<file path="config.mk">
export PLATFORM = sky130hd
export DESIGN_NAME = merge_stage_flat
export DESIGN_NICKNAME = d
export VERILOG_FILES = /design/src/rtl/merge_pkg.sv /design/src/rtl/merge_stage_if.sv /design/src/rtl/merge_hold_slot.sv /design/src/rtl/merge_stage.sv /design/src/flat_wrapper.sv
export SDC_FILE = /design/constraint.sdc
export NUM_CORES = 1
export LEC_CHECK = 0
export BUFFER_PORTS_ARGS = -buffer_cell sky130_fd_sc_hd__clkbuf_2
export CORE_ASPECT_RATIO = 1.4
export CORE_MARGIN = 1
export CORE_UTILIZATION = 28
export DETAILED_ROUTE_END_ITERATION = 12
export MAX_ROUTING_LAYER = met4
export PLACE_DENSITY = 0.46
export SETUP_SLACK_MARGIN = 0.05
export SLEW_MARGIN = 0
export SYNTH_ARGS = -nofsm -noshare
export SYNTH_HDL_FRONTEND = slang
export SYNTH_SLANG_ARGS = --single-unit
</file>
<file path="constraint.sdc">
create_clock -name clk -period 5.4 [get_ports clk]
set_clock_uncertainty 0.2 [all_clocks]
set_input_delay 0 -clock clk [delete_from_list [all_inputs] [get_ports clk]]
set_output_delay 0 -clock clk [all_outputs]
set_load 0.05 [all_outputs]
</file>
<file path="src/rtl/merge_pkg.sv">
// merge_pkg: shared width default and output-source encodings for the merge stage
package merge_pkg;
  localparam int DATA_W = 32;
  localparam logic SRC_1 = 1'b0;
  localparam logic SRC_2 = 1'b1;
endpackage

</file>
<file path="src/rtl/merge_stage_if.sv">
// merge_stage_if: source, arbiter and downstream handshake bundle of the merge stage
interface merge_stage_if #(parameter int DATA_W = merge_pkg::DATA_W) ();
  logic              stall;
  logic              in1_valid, in1_ready, in2_valid, in2_ready;
  logic [DATA_W-1:0] in1_data, in2_data, out_data;
  logic              req_1, req_2, grant_1, grant_2;
  logic              out_valid, out_src, out_ready, err;
  modport master (
    output stall, in1_valid, in1_data, in2_valid, in2_data, grant_1, grant_2, out_ready,
    input  in1_ready, in2_ready, req_1, req_2, out_valid, out_data, out_src, err
  );
  modport slave (
    input  stall, in1_valid, in1_data, in2_valid, in2_data, grant_1, grant_2, out_ready,
    output in1_ready, in2_ready, req_1, req_2, out_valid, out_data, out_src, err
  );
endinterface

</file>
<file path="src/rtl/merge_hold_slot.sv">
// merge_hold_slot: one-entry valid/data buffer; a load wins over a clear in the same cycle
module merge_hold_slot #(parameter int DATA_W = merge_pkg::DATA_W) (
  input  logic              clk,
  input  logic              reset,
  input  logic              i_load,
  input  logic              i_clear,
  input  logic [DATA_W-1:0] i_data,
  output logic              o_valid,
  output logic [DATA_W-1:0] o_data
);
  logic              r_valid;
  logic [DATA_W-1:0] r_data;
  always_ff @(posedge clk or posedge reset)
    if (reset) begin
      r_valid <= 1'b0;
      r_data  <= '0;
    end else if (i_load) begin
      r_valid <= 1'b1;
      r_data  <= i_data;
    end else if (i_clear) begin
      r_valid <= 1'b0;
    end
  assign o_valid = r_valid;
  assign o_data  = r_data;
endmodule

</file>
<file path="src/rtl/merge_stage.sv">
// merge_stage: buffers one item per source, requests the arbiter, forwards the winner
module merge_stage #(parameter int DATA_W = merge_pkg::DATA_W) (
  input logic            clk,
  input logic            reset,
  merge_stage_if.slave   bus
);
  import merge_pkg::*;
  logic              w_hv1, w_hv2, w_slot_free, w_req1, w_req2;
  logic              w_fire1, w_fire2, w_rdy1, w_rdy2, w_acc1, w_acc2, w_clash;
  logic [DATA_W-1:0] w_hd1, w_hd2;
  logic              r_out_valid, r_out_src, r_err;
  logic [DATA_W-1:0] r_out_data;
  assign w_slot_free = ~bus.stall & (~r_out_valid | bus.out_ready);
  assign w_req1  = w_hv1 & w_slot_free;
  assign w_req2  = w_hv2 & w_slot_free;
  // a double grant is a protocol error: source 1 wins and source 2 keeps its item
  assign w_clash = bus.grant_1 & bus.grant_2 & w_req1 & w_req2;
  assign w_fire1 = bus.grant_1 & w_req1;
  assign w_fire2 = bus.grant_2 & w_req2 & ~w_fire1;
  assign w_rdy1  = ~bus.stall & (~w_hv1 | w_fire1);
  assign w_rdy2  = ~bus.stall & (~w_hv2 | w_fire2);
  assign w_acc1  = bus.in1_valid & w_rdy1;
  assign w_acc2  = bus.in2_valid & w_rdy2;
  merge_hold_slot #(.DATA_W(DATA_W)) u_hold1 (
    .clk(clk), .reset(reset), .i_load(w_acc1), .i_clear(w_fire1),
    .i_data(bus.in1_data), .o_valid(w_hv1), .o_data(w_hd1)
  );
  merge_hold_slot #(.DATA_W(DATA_W)) u_hold2 (
    .clk(clk), .reset(reset), .i_load(w_acc2), .i_clear(w_fire2),
    .i_data(bus.in2_data), .o_valid(w_hv2), .o_data(w_hd2)
  );
  always_ff @(posedge clk or posedge reset)
    if (reset) begin
      r_out_valid <= 1'b0;
      r_out_data  <= '0;
      r_out_src   <= SRC_1;
      r_err       <= 1'b0;
    end else if (~bus.stall) begin
      if (w_fire1 | w_fire2) begin
        r_out_valid <= 1'b1;
        r_out_data  <= w_fire1 ? w_hd1 : w_hd2;
        r_out_src   <= w_fire1 ? SRC_1 : SRC_2;
      end else if (bus.out_ready) begin
        r_out_valid <= 1'b0;
      end
      if (w_clash) r_err <= 1'b1;
    end
  assign bus.req_1     = w_req1;
  assign bus.req_2     = w_req2;
  assign bus.in1_ready = w_rdy1;
  assign bus.in2_ready = w_rdy2;
  assign bus.out_valid = r_out_valid;
  assign bus.out_data  = r_out_data;
  assign bus.out_src   = r_out_src;
  assign bus.err       = r_err;
endmodule

</file>
<file path="src/flat_wrapper.sv">
// flat-port wrapper written by rule: the top's interface ports become plain ports
module merge_stage_flat import merge_pkg::*;
#(parameter int DATA_W = merge_pkg::DATA_W)
  (clk, reset, bus_stall, bus_in1_valid, bus_in1_data, bus_in2_valid, bus_in2_data, bus_grant_1, bus_grant_2, bus_out_ready, bus_in1_ready, bus_in2_ready, bus_req_1, bus_req_2, bus_out_valid, bus_out_data, bus_out_src, bus_err);
  merge_stage_if #(.DATA_W(DATA_W)) bus_i ();
  input logic clk;
  input logic reset;
  input wire logic [$bits(bus_i.stall)-1:0] bus_stall;
  input wire logic [$bits(bus_i.in1_valid)-1:0] bus_in1_valid;
  input wire logic [$bits(bus_i.in1_data)-1:0] bus_in1_data;
  input wire logic [$bits(bus_i.in2_valid)-1:0] bus_in2_valid;
  input wire logic [$bits(bus_i.in2_data)-1:0] bus_in2_data;
  input wire logic [$bits(bus_i.grant_1)-1:0] bus_grant_1;
  input wire logic [$bits(bus_i.grant_2)-1:0] bus_grant_2;
  input wire logic [$bits(bus_i.out_ready)-1:0] bus_out_ready;
  output wire logic [$bits(bus_i.in1_ready)-1:0] bus_in1_ready;
  output wire logic [$bits(bus_i.in2_ready)-1:0] bus_in2_ready;
  output wire logic [$bits(bus_i.req_1)-1:0] bus_req_1;
  output wire logic [$bits(bus_i.req_2)-1:0] bus_req_2;
  output wire logic [$bits(bus_i.out_valid)-1:0] bus_out_valid;
  output wire logic [$bits(bus_i.out_data)-1:0] bus_out_data;
  output wire logic [$bits(bus_i.out_src)-1:0] bus_out_src;
  output wire logic [$bits(bus_i.err)-1:0] bus_err;
  assign bus_i.stall = bus_stall;
  assign bus_i.in1_valid = bus_in1_valid;
  assign bus_i.in1_data = bus_in1_data;
  assign bus_i.in2_valid = bus_in2_valid;
  assign bus_i.in2_data = bus_in2_data;
  assign bus_i.grant_1 = bus_grant_1;
  assign bus_i.grant_2 = bus_grant_2;
  assign bus_i.out_ready = bus_out_ready;
  assign bus_in1_ready = bus_i.in1_ready;
  assign bus_in2_ready = bus_i.in2_ready;
  assign bus_req_1 = bus_i.req_1;
  assign bus_req_2 = bus_i.req_2;
  assign bus_out_valid = bus_i.out_valid;
  assign bus_out_data = bus_i.out_data;
  assign bus_out_src = bus_i.out_src;
  assign bus_err = bus_i.err;
  merge_stage #(.DATA_W(DATA_W)) u_core (.clk(clk), .reset(reset), .bus(bus_i));
endmodule
</file>
==> impl_results.md <==
* Critical path launch point type: flop
* Worst hold slack at approximately 14 ps
* Synth warn at 0
* CTS buffer count at 9
* CP Data Required Time at approximately 5200 ps
* Syn Area/Cell at 12.07 um^2
* Htree depth at 3
* Minimum clock period at about 2700 ps
* Crit path max-delay family: simple AND/OR/NAND/NOR gates
* Routed Antenna Nets at 0
* CTS tree: done
* Maximum number of pins on one net before global-route repair at 65
* Pwr Density at approximately 550 mW/mm^2
* Quantity of gates resized following cts at 0
* Via-to-Cell Ratio at approximately 4.4
* Number of diodes at 0
* Fin crit share at 0.4984
* Synth-to-layout area growth at 42.61%
* Post-synth EDFFs at 0
* Gr ovfl total at 0
* Num rows at 52
* Sequential power share at 0.394
* Layout Nets at roughly 600
* DRT iter0 DRCs at approximately 120
* Switching share of power at 0.3926
* CP max stage cell: or3_1
* DR WL/cell at between 10 and 15 um
* Post-synthesis sequential area ratio at 0.6121
* Syn nets at roughly 410
* Die W at between 100 and 150 um
* Least-Margin Pin Slew at roughly 840 ps
* Worst-skew pair later-pin latency at approximately 340 ps
* Grt peak-use layer: met2
* Synth Flop Type: dfrtp_1
* Share of the synthesized area in the top cell type at 0.6121
* Synth area leaders: dfrtp_1 (61%), mux2_2 (15%), a21oi_1 (7.9%)
* Final setup vio count at 0
* Clock buffer depth at 2
* GR Util met3 at 0.02508
* Post-synth ARST share at 1.000
* Clock sink total at 101
* DRC violations left at 0
* Unrepaired setup endpoints after global routing: false
* Combinational share of power at 0.376
* Max Slew Vio Count at 0
* Cell count after synthesis at 342
* Chip Height at roughly 150 um
* Crit path DAT at between 2000 and 2500 ps
* DP Wirelength at slightly above 7000 um
* Antenna violations before repair at 0
* Post-Syn Area at just over 0.004 mm^2
* CP peak stage delay at 650 ps
* Pint at ~2000 uW
* Pre-CTS WS at 2922 ps
* PortBufs at between 100 and 150
* Final hold viol count at 0
* Vias at 3150
* Routability congestion estimate at approximately 0.75
* Hold Path Stages at 3
* WL final at around 11000 um
* Tot GR Track Use at 0.1498
* Synth cell types at 24
* Maximum vdd ir drop at between 0.2 and 0.3 mV
* Rel. slew slack at 0.4433
* Setup crit end kind: output pin
* Synthesized flop and latch total at just over 100
* Max Cap Violations at 0
* Vias in the first global route at between 3000 and 4000
* Leak at 0.002732 uW
* Starting Density at 0.2859
* Critical path type: reg2out
* First-pass GRT wire length at around 17000 um
* Setup ws final at ~2700 ps
* Core area at 0.01444 mm^2
* Root Buffer: clkbuf_16
* Max FO, Critical Path at 19
* Met1 GRT Util at 0.1806
* Status: complete, no violations
* Fin area at between 0.005 and 0.006 mm^2
* Worst reg2reg path depth at 5
* Fmax at between 300 and 400 MHz
* Switching Power at 1275 uW
* Yosys top cell by area: dfrtp_1
* Buffers and inverters on the worst path at 2
* Post-CTS Setup Bufs at 0
* Worst-path clk slew at around 70 ps
* Io pins at ~110
* Total Neg Setup Slack at 0 ps
* Clk pwr share at 0.231
* Worst-path cell chain: nand2_1 -> or3_1 -> buf_4 -> a21oi_1 -> clkbuf_2
* Hold Path Class: in2reg
* Grt met2 use at 0.2474
* Drt first pass iters at 4
* Placed cell areas at roughly 0.0049 mm^2
* Number of cells on the critical path at 5
* Die area at 0.01524 mm^2
* CTS Hold Bufs at 68
* Share of layout cells above drive strength 1 at 0.3678
registers in the layout, indices dropped and copies added (netlist names):
signal / flops
u_core.bus.err: 1
u_core.bus.out_data: 32
u_core.bus.out_src: 1
u_core.bus.out_valid: 1
u_core.u_hold1.o_data: 32
u_core.u_hold1.o_valid: 1
u_core.u_hold2.o_data: 32
u_core.u_hold2.o_valid: 1
path summary, 6_finish.rpt:
kind / from / to / slack [ps]
hold reg to reg: u_core.bus.err / u_core.bus.err / 270
hold / removal: bus_grant_2 / u_core.u_hold2.o_valid / 10
max in group asynchronous: reset / u_core.bus.out_data[12] / 3740
min in group asynchronous: reset / u_core.u_hold1.o_data[29] / 40
setup / recovery: u_core.u_hold1.o_valid / bus_in1_ready / 2710
setup reg to reg: u_core.bus.out_valid / u_core.u_hold2.o_data[10] / 2970
cell usage after synthesis (2+ instances only):
| cell | n |
|---|---|
| nand2_1 | 37 |
| nor2_1 | 35 |
| and2_1 | 2 |
| nor3_2 | 2 |
| buf_6 | 4 |
| nand2b_1 | 2 |
| a21oi_1 | 65 |
| buf_4 | 4 |
| clkbuf_1 | 5 |
| inv_1 | 2 |
| or3_1 | 2 |
| dfrtp_1 | 101 |
| mux2_1 | 10 |
| mux2_2 | 54 |
| buf_2 | 8 |
layout make-up:
class,count,area (um^2)
well taps,189,236.5
flip-flops and latches,101,2527
fillers,1429,8556
multi-input cells,218,1480
inverters,2,10.01
repair buffers,185,1284
clock buffers,11,242.7
clock inverters,5,107.6
worst register-to-register path: stages (launching register included):
cell and delay (ps):
dfrtp_1 380, nor2b_4 270, nor2_1 120, a41oi_4 600, buf_4 390, mux2_2 370
power groups by stage:
| stage | Clock (uW) | Sequential (uW) | Combinational (uW) |
|---|---|---|---|
| floorplan | 0 | 1720 | 457 |
| global placement | 0 | 1290 | 1170 |
| detailed placement | 0 | 1290 | 1190 |
| CTS | 771 | 1280 | 1240 |
| global route | 802 | 1320 | 1310 |
| finish | 749 | 1280 | 1220 |
per-layer routing:
metal  part of all wire  vias to the layer above
li1                   -                     1515
met1               0.43                     1536
met2               0.51                       76
met3              0.032                       23
met4              0.028                        0
met5                  0                        -
placed cells by master, fill, tap and decap left out, drive strengths merged:
| cell | instances |
|---|---|
| clkbuf | 121 |
| dfrtp | 101 |
| dlygate4sd3 | 68 |
| a21oi | 66 |
| mux2 | 64 |
| nand2 | 37 |
| nor2 | 35 |
| buf | 7 |
| bufinv | 3 |
| or3 | 2 |
| nor3 | 2 |
| nand2b | 2 |
| and2 | 2 |
| clkinv | 2 |
| nor2b | 2 |
| o21ai | 2 |
| inv | 2 |
| nor3b | 1 |
| a41oi | 1 |
| a21o | 1 |
| nand3 | 1 |
cell families after synthesis:
logic type | share of synthesized area
muxes | 0.1745
buffers and inverters | 0.03424
AOI/OAI and AO/OA | 0.09182
and+or+nand+nor | 0.08727
DFF | 0.6121
metrics by stage:
step                      instances    util  total power, uW
after global placement          627  0.3363             2462
final                           711  0.4077             3246
after CTS                       711  0.4077             3288
after detailed placement        627  0.3363             2487
after global routing            711  0.4077             3431
after floorplan                 342       -             2178
(Power assumes the default switching activity.)
